### src/rtl/game_select_arbiter_if.sv
// Game select arbiter bus bundle.
// Game-core buses in, board pins and status out.
interface game_select_arbiter_if #(
  parameter int NUM_GAMES = 2,
  parameter int LIGHT_W   = 16,
  parameter int AN_W      = 8,
  parameter int SEG_W     = 7
);
  localparam int AW = (NUM_GAMES > 1) ? $clog2(NUM_GAMES) : 1;

  logic [NUM_GAMES-1:0]         sel_req;
  logic [NUM_GAMES*LIGHT_W-1:0] game_light;
  logic [NUM_GAMES*AN_W-1:0]    game_an;
  logic [NUM_GAMES*SEG_W-1:0]   game_seg;
  logic [NUM_GAMES-1:0]         game_rst_n;
  logic [LIGHT_W-1:0]           light;
  logic [AN_W-1:0]              AN_Out;
  logic [SEG_W-1:0]             C_Out;
  logic [AW-1:0]                active_game;
  logic                         switching;

  modport master (
    output sel_req,
    output game_light,
    output game_an,
    output game_seg,
    input  game_rst_n,
    input  light,
    input  AN_Out,
    input  C_Out,
    input  active_game,
    input  switching
  );

  modport slave (
    input  sel_req,
    input  game_light,
    input  game_an,
    input  game_seg,
    output game_rst_n,
    output light,
    output AN_Out,
    output C_Out,
    output active_game,
    output switching
  );
endinterface

### src/rtl/game_select_arbiter.sv
// Selects one of NUM_GAMES game cores for the board pins.
// Blanks the display and resets the target game on each switch.
module game_select_arbiter #(
  parameter int NUM_GAMES    = 2,
  parameter int LIGHT_W      = 16,
  parameter int AN_W         = 8,
  parameter int SEG_W        = 7,
  parameter int DEFAULT_GAME = 0,
  parameter int BLANK_CYCLES = 1000,
  parameter int RST_CYCLES   = 4
) (
  input logic clock,
  input logic reset,
  game_select_arbiter_if.slave bus
);
  localparam int AW =
    (NUM_GAMES > 1) ? $clog2(NUM_GAMES) : 1;
  localparam int CMAX =
    (BLANK_CYCLES > RST_CYCLES) ? BLANK_CYCLES : RST_CYCLES;
  localparam int CW = (CMAX > 1) ? $clog2(CMAX) : 1;

  typedef enum logic [1:0] {
    ST_ACTIVE,
    ST_BLANK,
    ST_RESETG
  } state_t;

  logic [NUM_GAMES-1:0] sync1_q;
  logic [NUM_GAMES-1:0] sync2_q;
  logic [NUM_GAMES-1:0] prev_q;
  logic [NUM_GAMES-1:0] req_edge;

  state_t               state_q, state_d;
  logic [CW-1:0]        cnt_q, cnt_d;
  logic [AW-1:0]        act_q, act_d;
  logic [AW-1:0]        pend_q, pend_d;
  logic [NUM_GAMES-1:0] rst_n_q, rst_n_d;
  logic                 switching_q;

  logic                 hit;
  logic [AW-1:0]        hit_idx;

  logic [LIGHT_W-1:0]   light_o;
  logic [AN_W-1:0]      an_o;
  logic [SEG_W-1:0]     seg_o;

  // Two-flop synchroniser plus edge history per button
  always_ff @(posedge clock or negedge reset) begin
    if (!reset) begin
      sync1_q <= '0;
      sync2_q <= '0;
      prev_q  <= '0;
    end else begin
      sync1_q <= bus.sel_req;
      sync2_q <= sync1_q;
      prev_q  <= sync2_q;
    end
  end

  assign req_edge = sync2_q & ~prev_q;

  // Lowest-index new press for a game other than the current one
  always_comb begin
    hit     = 1'b0;
    hit_idx = '0;
    for (int k = NUM_GAMES - 1; k >= 0; k--) begin
      if (req_edge[k] && (AW'(k) != act_q)) begin
        hit     = 1'b1;
        hit_idx = AW'(k);
      end
    end
  end

  // FSM state, counter, selection and game reset registers
  always_ff @(posedge clock or negedge reset) begin
    if (!reset) begin
      state_q     <= ST_ACTIVE;
      cnt_q       <= '0;
      act_q       <= AW'(DEFAULT_GAME);
      pend_q      <= '0;
      rst_n_q     <= '0;
      switching_q <= 1'b0;
    end else begin
      state_q     <= state_d;
      cnt_q       <= cnt_d;
      act_q       <= act_d;
      pend_q      <= pend_d;
      rst_n_q     <= rst_n_d;
      switching_q <= (state_d != ST_ACTIVE);
    end
  end

  // Next state: blank, then reset the target, then hand over
  always_comb begin
    state_d = state_q;
    cnt_d   = cnt_q;
    act_d   = act_q;
    pend_d  = pend_q;
    rst_n_d = rst_n_q;
    unique case (state_q)
      ST_ACTIVE: begin
        rst_n_d = '1;
        if (hit) begin
          pend_d  = hit_idx;
          cnt_d   = CW'(BLANK_CYCLES - 1);
          state_d = ST_BLANK;
        end
      end
      ST_BLANK: begin
        if (cnt_q == '0) begin
          act_d   = pend_q;
          cnt_d   = CW'(RST_CYCLES - 1);
          rst_n_d = ~(NUM_GAMES'(1) << pend_q);
          state_d = ST_RESETG;
        end else begin
          cnt_d = cnt_q - CW'(1);
        end
      end
      ST_RESETG: begin
        if (cnt_q == '0) begin
          rst_n_d = '1;
          state_d = ST_ACTIVE;
        end else begin
          cnt_d = cnt_q - CW'(1);
        end
      end
      default: begin
        rst_n_d = '1;
        state_d = ST_ACTIVE;
      end
    endcase
  end

  // Route the active game to the pins, dark while switching
  always_comb begin
    light_o = '0;
    an_o    = '1;
    seg_o   = '1;
    if (state_q == ST_ACTIVE) begin
      for (int k = 0; k < NUM_GAMES; k++) begin
        if (AW'(k) == act_q) begin
          light_o = bus.game_light[k*LIGHT_W +: LIGHT_W];
          an_o    = bus.game_an[k*AN_W +: AN_W];
          seg_o   = bus.game_seg[k*SEG_W +: SEG_W];
        end
      end
    end
  end

  assign bus.light       = light_o;
  assign bus.AN_Out      = an_o;
  assign bus.C_Out       = seg_o;
  assign bus.game_rst_n  = rst_n_q;
  assign bus.active_game = act_q;
  assign bus.switching   = switching_q;

endmodule

### src/flat_wrapper.sv
// flat-port wrapper written by rule: the top's interface ports become plain ports
module game_select_arbiter_flat 
#(
  parameter int NUM_GAMES    = 2,
  parameter int LIGHT_W      = 16,
  parameter int AN_W         = 8,
  parameter int SEG_W        = 7,
  parameter int DEFAULT_GAME = 0,
  parameter int BLANK_CYCLES = 1000,
  parameter int RST_CYCLES   = 4
)
  (clock, reset, bus_sel_req, bus_game_light, bus_game_an, bus_game_seg, bus_game_rst_n, bus_light, bus_AN_Out, bus_C_Out, bus_active_game, bus_switching);
  game_select_arbiter_if #(.NUM_GAMES(NUM_GAMES), .LIGHT_W(LIGHT_W), .AN_W(AN_W), .SEG_W(SEG_W)) bus_i ();
  input logic clock;
  input logic reset;
  input wire logic [$bits(bus_i.sel_req)-1:0] bus_sel_req;
  input wire logic [$bits(bus_i.game_light)-1:0] bus_game_light;
  input wire logic [$bits(bus_i.game_an)-1:0] bus_game_an;
  input wire logic [$bits(bus_i.game_seg)-1:0] bus_game_seg;
  output wire logic [$bits(bus_i.game_rst_n)-1:0] bus_game_rst_n;
  output wire logic [$bits(bus_i.light)-1:0] bus_light;
  output wire logic [$bits(bus_i.AN_Out)-1:0] bus_AN_Out;
  output wire logic [$bits(bus_i.C_Out)-1:0] bus_C_Out;
  output wire logic [$bits(bus_i.active_game)-1:0] bus_active_game;
  output wire logic [$bits(bus_i.switching)-1:0] bus_switching;
  assign bus_i.sel_req = bus_sel_req;
  assign bus_i.game_light = bus_game_light;
  assign bus_i.game_an = bus_game_an;
  assign bus_i.game_seg = bus_game_seg;
  assign bus_game_rst_n = bus_i.game_rst_n;
  assign bus_light = bus_i.light;
  assign bus_AN_Out = bus_i.AN_Out;
  assign bus_C_Out = bus_i.C_Out;
  assign bus_active_game = bus_i.active_game;
  assign bus_switching = bus_i.switching;
  game_select_arbiter #(.NUM_GAMES(NUM_GAMES), .LIGHT_W(LIGHT_W), .AN_W(AN_W), .SEG_W(SEG_W), .DEFAULT_GAME(DEFAULT_GAME), .BLANK_CYCLES(BLANK_CYCLES), .RST_CYCLES(RST_CYCLES)) u_core (.clock(clock), .reset(reset), .bus(bus_i));
endmodule
### config.mk
export PLATFORM = sky130hd
export DESIGN_NAME = game_select_arbiter_flat
export DESIGN_NICKNAME = d
export VERILOG_FILES = /design/src/rtl/game_select_arbiter_if.sv /design/src/rtl/game_select_arbiter.sv /design/src/flat_wrapper.sv
export SDC_FILE = /design/constraint.sdc
export NUM_CORES = 1
export LEC_CHECK = 0
export CAP_MARGIN = 10
export CORE_MARGIN = 4
export CORE_UTILIZATION = 35
export CTS_BUF_LIST = sky130_fd_sc_hd__clkbuf_4 sky130_fd_sc_hd__clkbuf_8
export DETAILED_ROUTE_END_ITERATION = 8
export PLACE_DENSITY = 0.79
export SLEW_MARGIN = 0
export SYNTH_ARGS = -nofsm -noshare
export SYNTH_HDL_FRONTEND = slang
export SYNTH_SLANG_ARGS = --single-unit
### constraint.sdc
create_clock -name clock -period 1.7 [get_ports clock]
set_input_delay 0.17 -clock clock [delete_from_list [all_inputs] [get_ports clock]]
set_output_delay 0.17 -clock clock [all_outputs]
set_load 0.02 [all_outputs]
==> results of run 1 <==
cell families (layout without fill, tap and decap cells):
family                     count (synthesis)  in the layout
muxes                                     31             31
AOI/OAI and AO/OA                         41             41
adders and majority gates                  6              6
DFF                                       23             23
buffers and inverters                     26            150
and+or+nand+nor                           67             67
synthesized netlist by cell type (all sizes together) (2+ instances only):
cell     n  share of area, %
mux2i   31                18
dfrtp   23                33
nor2    21               4.6
nand2   16               3.5
inv     13               2.8
buf     11               3.2
nor3     8               2.9
o211ai   7               3.0
o21ai    7               2.0
a22o     6               3.0
ha       6               4.3
a31oi    5               1.8
nand4    4               1.4
nand2b   3               1.1
o31ai    3               1.3
or2      3               1.1
a41o     2               1.2
clkbuf   2              0.43
nand3    2              0.58
nor3b    2               1.2
through the flow:
stage	cell area (µm²)	utilization [%]	setup WS, ns
3_3_place_gp	2980	62.7	-0.0356
4_1_cts	3030	63.7	-0.0546
6_report	3090	64.9	-0.0722
2_1_floorplan	1750	-	0.00383
5_1_grt	3090	64.9	-0.116
3_5_place_dp	2980	62.7	-0.0649
layer usage:
| metal | vias to the layer above | global-route usage (%) | wire (µm) |
|---|---|---|---|
| li1 | 950 | - | - |
| met2 | 73 | 33.3 | 3010 |
| met1 | 930 | 25.2 | 2880 |
| met5 | - | 0 | 0 |
| met3 | 2 | 2.98 | 352 |
| met4 | 0 | 1.57 | 6 |
registers in the layout, summed over array words and instances, names as in the netlist:
| signal | cells |
|---|---|
| u_core.sync1_q | 2 |
| u_core.bus.active_game | 1 |
| u_core.sync2_q | 2 |
| u_core.bus.switching | 1 |
| u_core.cnt_q | 10 |
| u_core.prev_q | 2 |
| u_core.pend_q | 1 |
| u_core.bus.game_rst_n | 2 |
| u_core.state_q | 2 |
layout make-up:
| type | count | area [µm²] |
|---|---|---|
| clock buffers | 3 | 41.3 |
| clock inverters | 1 | 5.00 |
| fillers | 414 | 1670 |
| inverters | 13 | 51.3 |
| multi-input cells | 145 | 1110 |
| flip-flops and latches | 23 | 578 |
| well taps | 67 | 83.8 |
| repair buffers | 133 | 1220 |
power by group through the flow:
stage / Sequential [mW] / Combinational, mW / Clock (mW)
floorplan: 0.830 / 1.17 / 0
global placement: 0.833 / 2.07 / 0
detailed placement: 0.840 / 2.11 / 0
CTS: 0.833 / 2.03 / 0.358
global route: 0.883 / 2.30 / 0.368
finish: 0.857 / 2.13 / 0.352
repair_timing:
action / 4_1_cts / 5_1_grt
endpoints found under the setup margin: 44 / 46
resized for setup: 46 / 53
pin swaps: 1 / 1
setup buffers: 3 / 3
final timing paths:
path                                              from                                 end  depth (start not counted)
setup / recovery           u_core.cnt_q[0]$_DFFE_PN0P_         u_core.cnt_q[6]$_DFFE_PN0P_                          6
hold / removal                                   reset         u_core.cnt_q[4]$_DFFE_PN0P_                          2
setup reg to reg           u_core.cnt_q[0]$_DFFE_PN0P_         u_core.cnt_q[6]$_DFFE_PN0P_                          6
hold reg to reg            u_core.sync1_q[0]$_DFF_PN0_         u_core.sync2_q[0]$_DFF_PN0_                          0
max in group asynchronous                        reset  u_core.bus.active_game$_DFFE_PN0P_                          2
min in group clock                      bus_sel_req[1]         u_core.sync1_q[1]$_DFF_PN0_                          1
==> results.ini, run 1 <==
[run_status]
status=finished, violations left
violations=negative setup slack

[worst_setup_path]
crit_fanout=4
critPathSlowestCell=dfrtp_1
cp_top_family=simple AND/OR/NAND/NOR gates
cp-start-kind=register
crit_path_max_incr_delay_ns=0.43
cp.required_ns=1.90
critPathBufInv=1
reg2reg_slack_ns=-0.07
arrival_ns=1.97
critical_path.cell_chain=inv_2, ha_2, or3b_4, or2_4, o31ai_2, a22o_1
endpoint_kind=register
critPathKind=register to register

[yosys]
syn_inst=194
ys_types=44
synth_top_family_by_area=simple AND/OR/NAND/NOR gates
yosys.area_share.simple_pct=19.9
synth-seq-cells=23
synth_compound_area_share_pct=18.0
synth-main-ff-cell=dfrtp_1
async_reset_ff_share_pct=100
seq_area_frac_synth_pct=33.3
muxShareOfSynthArea_pct=18.0
synth_enable_flop_cells=0
synth_nets=266
synth_warnings=0
avgSynthCellArea_um2=8.90
synth_xor_area_share_pct=0
synthAdderAreaFrac_pct=4.35
syn-cell-area_mm2=0.00173

[floorplanning]
dieHeight_um=78.2
core-area_mm2=0.00475
die_area_mm2=0.00612
die_w_um=78.2
rows=25
initial_utilization_pct=36.3
ios=101

[cells_and_area]
drive_above_1_share_pct=23.0
diodes=0
layout.nets=391
syn_to_final_growth_pct=78.7
final_cells=385
mostFrequentLayoutCells=69 x clkdlybuf4s50_1, 31 x mux2i_1, 30 x buf_4
layout_commonest_cell=clkdlybuf4s50_1

[clock_network]
clk_path_buf_depth=2
cts_buffers=3
htree_levels=1
worstSkewPairLatency_ns=0.27
cts_tree=built
cts-root-buf=clkbuf_8
clkSinkCount=23
clkSlewWorstSetupHoldPaths_ns=0.09
hold_buffers=0

[pwr]
pwr-share-comb_pct=63.8
switching_power_mw=1.49
total_power_mw=3.34
internal_power_mw=1.86
power_leakage_nw=1.26
p_clk_share_pct=10.5
powerDensity_mw_per_mm2=1080
p_seq_share_pct=25.6
p_sw_share_pct=44.5
ir_drop_uv=726

[job]
maxCapViolCount=0

[placed_design]
gp_congestion=0.805
io_buffer_count=100
dp.cells=375
dp_hpwl_um=4830

[detailed_routing]
wl_per_cell_um=16.2
viasPerCell=5.08
first_pass_iters=4
route.detailed.drc=0
ant_nets=0
via_count=1955
drt_iter0_drc=68
wl_um=6250

[sta]
period_needed_ns=1.77
setup_viol=3
setup_ws_ns=-0.0722
drv_slew=0
period_share_pct=104
max_slew_margin_pct=77.8
hold_viol_final=0
rsz0062_at_grt=yes
holdWs_ns=0.246
tns_ns=-0.126
worstMarginPinSlew_ns=0.331
fin_skew_ns=0.0137
fmax_mhz=564

[hold_path]
hold_path_class=input pin to asynchronous set/reset pin

[global_routing]
grt_pass1_vias=1874
grt_first_pass_wirelength_um=9450
overflow=0
grt_max_degree=24
gr-usage-all-layers_pct=18.9
antenna_found_initial=0

Power figures use the tool's default switching activity.
==> run 2: changes to the inputs <==
--- a/config.mk
+++ b/config.mk
@@ -8,7 +8,7 @@
 export CAP_MARGIN = 10
 export CORE_MARGIN = 4
 export CORE_UTILIZATION = 35
-export CTS_BUF_LIST = sky130_fd_sc_hd__clkbuf_4 sky130_fd_sc_hd__clkbuf_8
+export CTS_BUF_LIST = sky130_fd_sc_hd__clkbuf_8
 export DETAILED_ROUTE_END_ITERATION = 8
 export PLACE_DENSITY = 0.79
 export SLEW_MARGIN = 0
==> results of run 2 <==
Same layout as run 1: the final DEF is identical, and so are final timing and power.
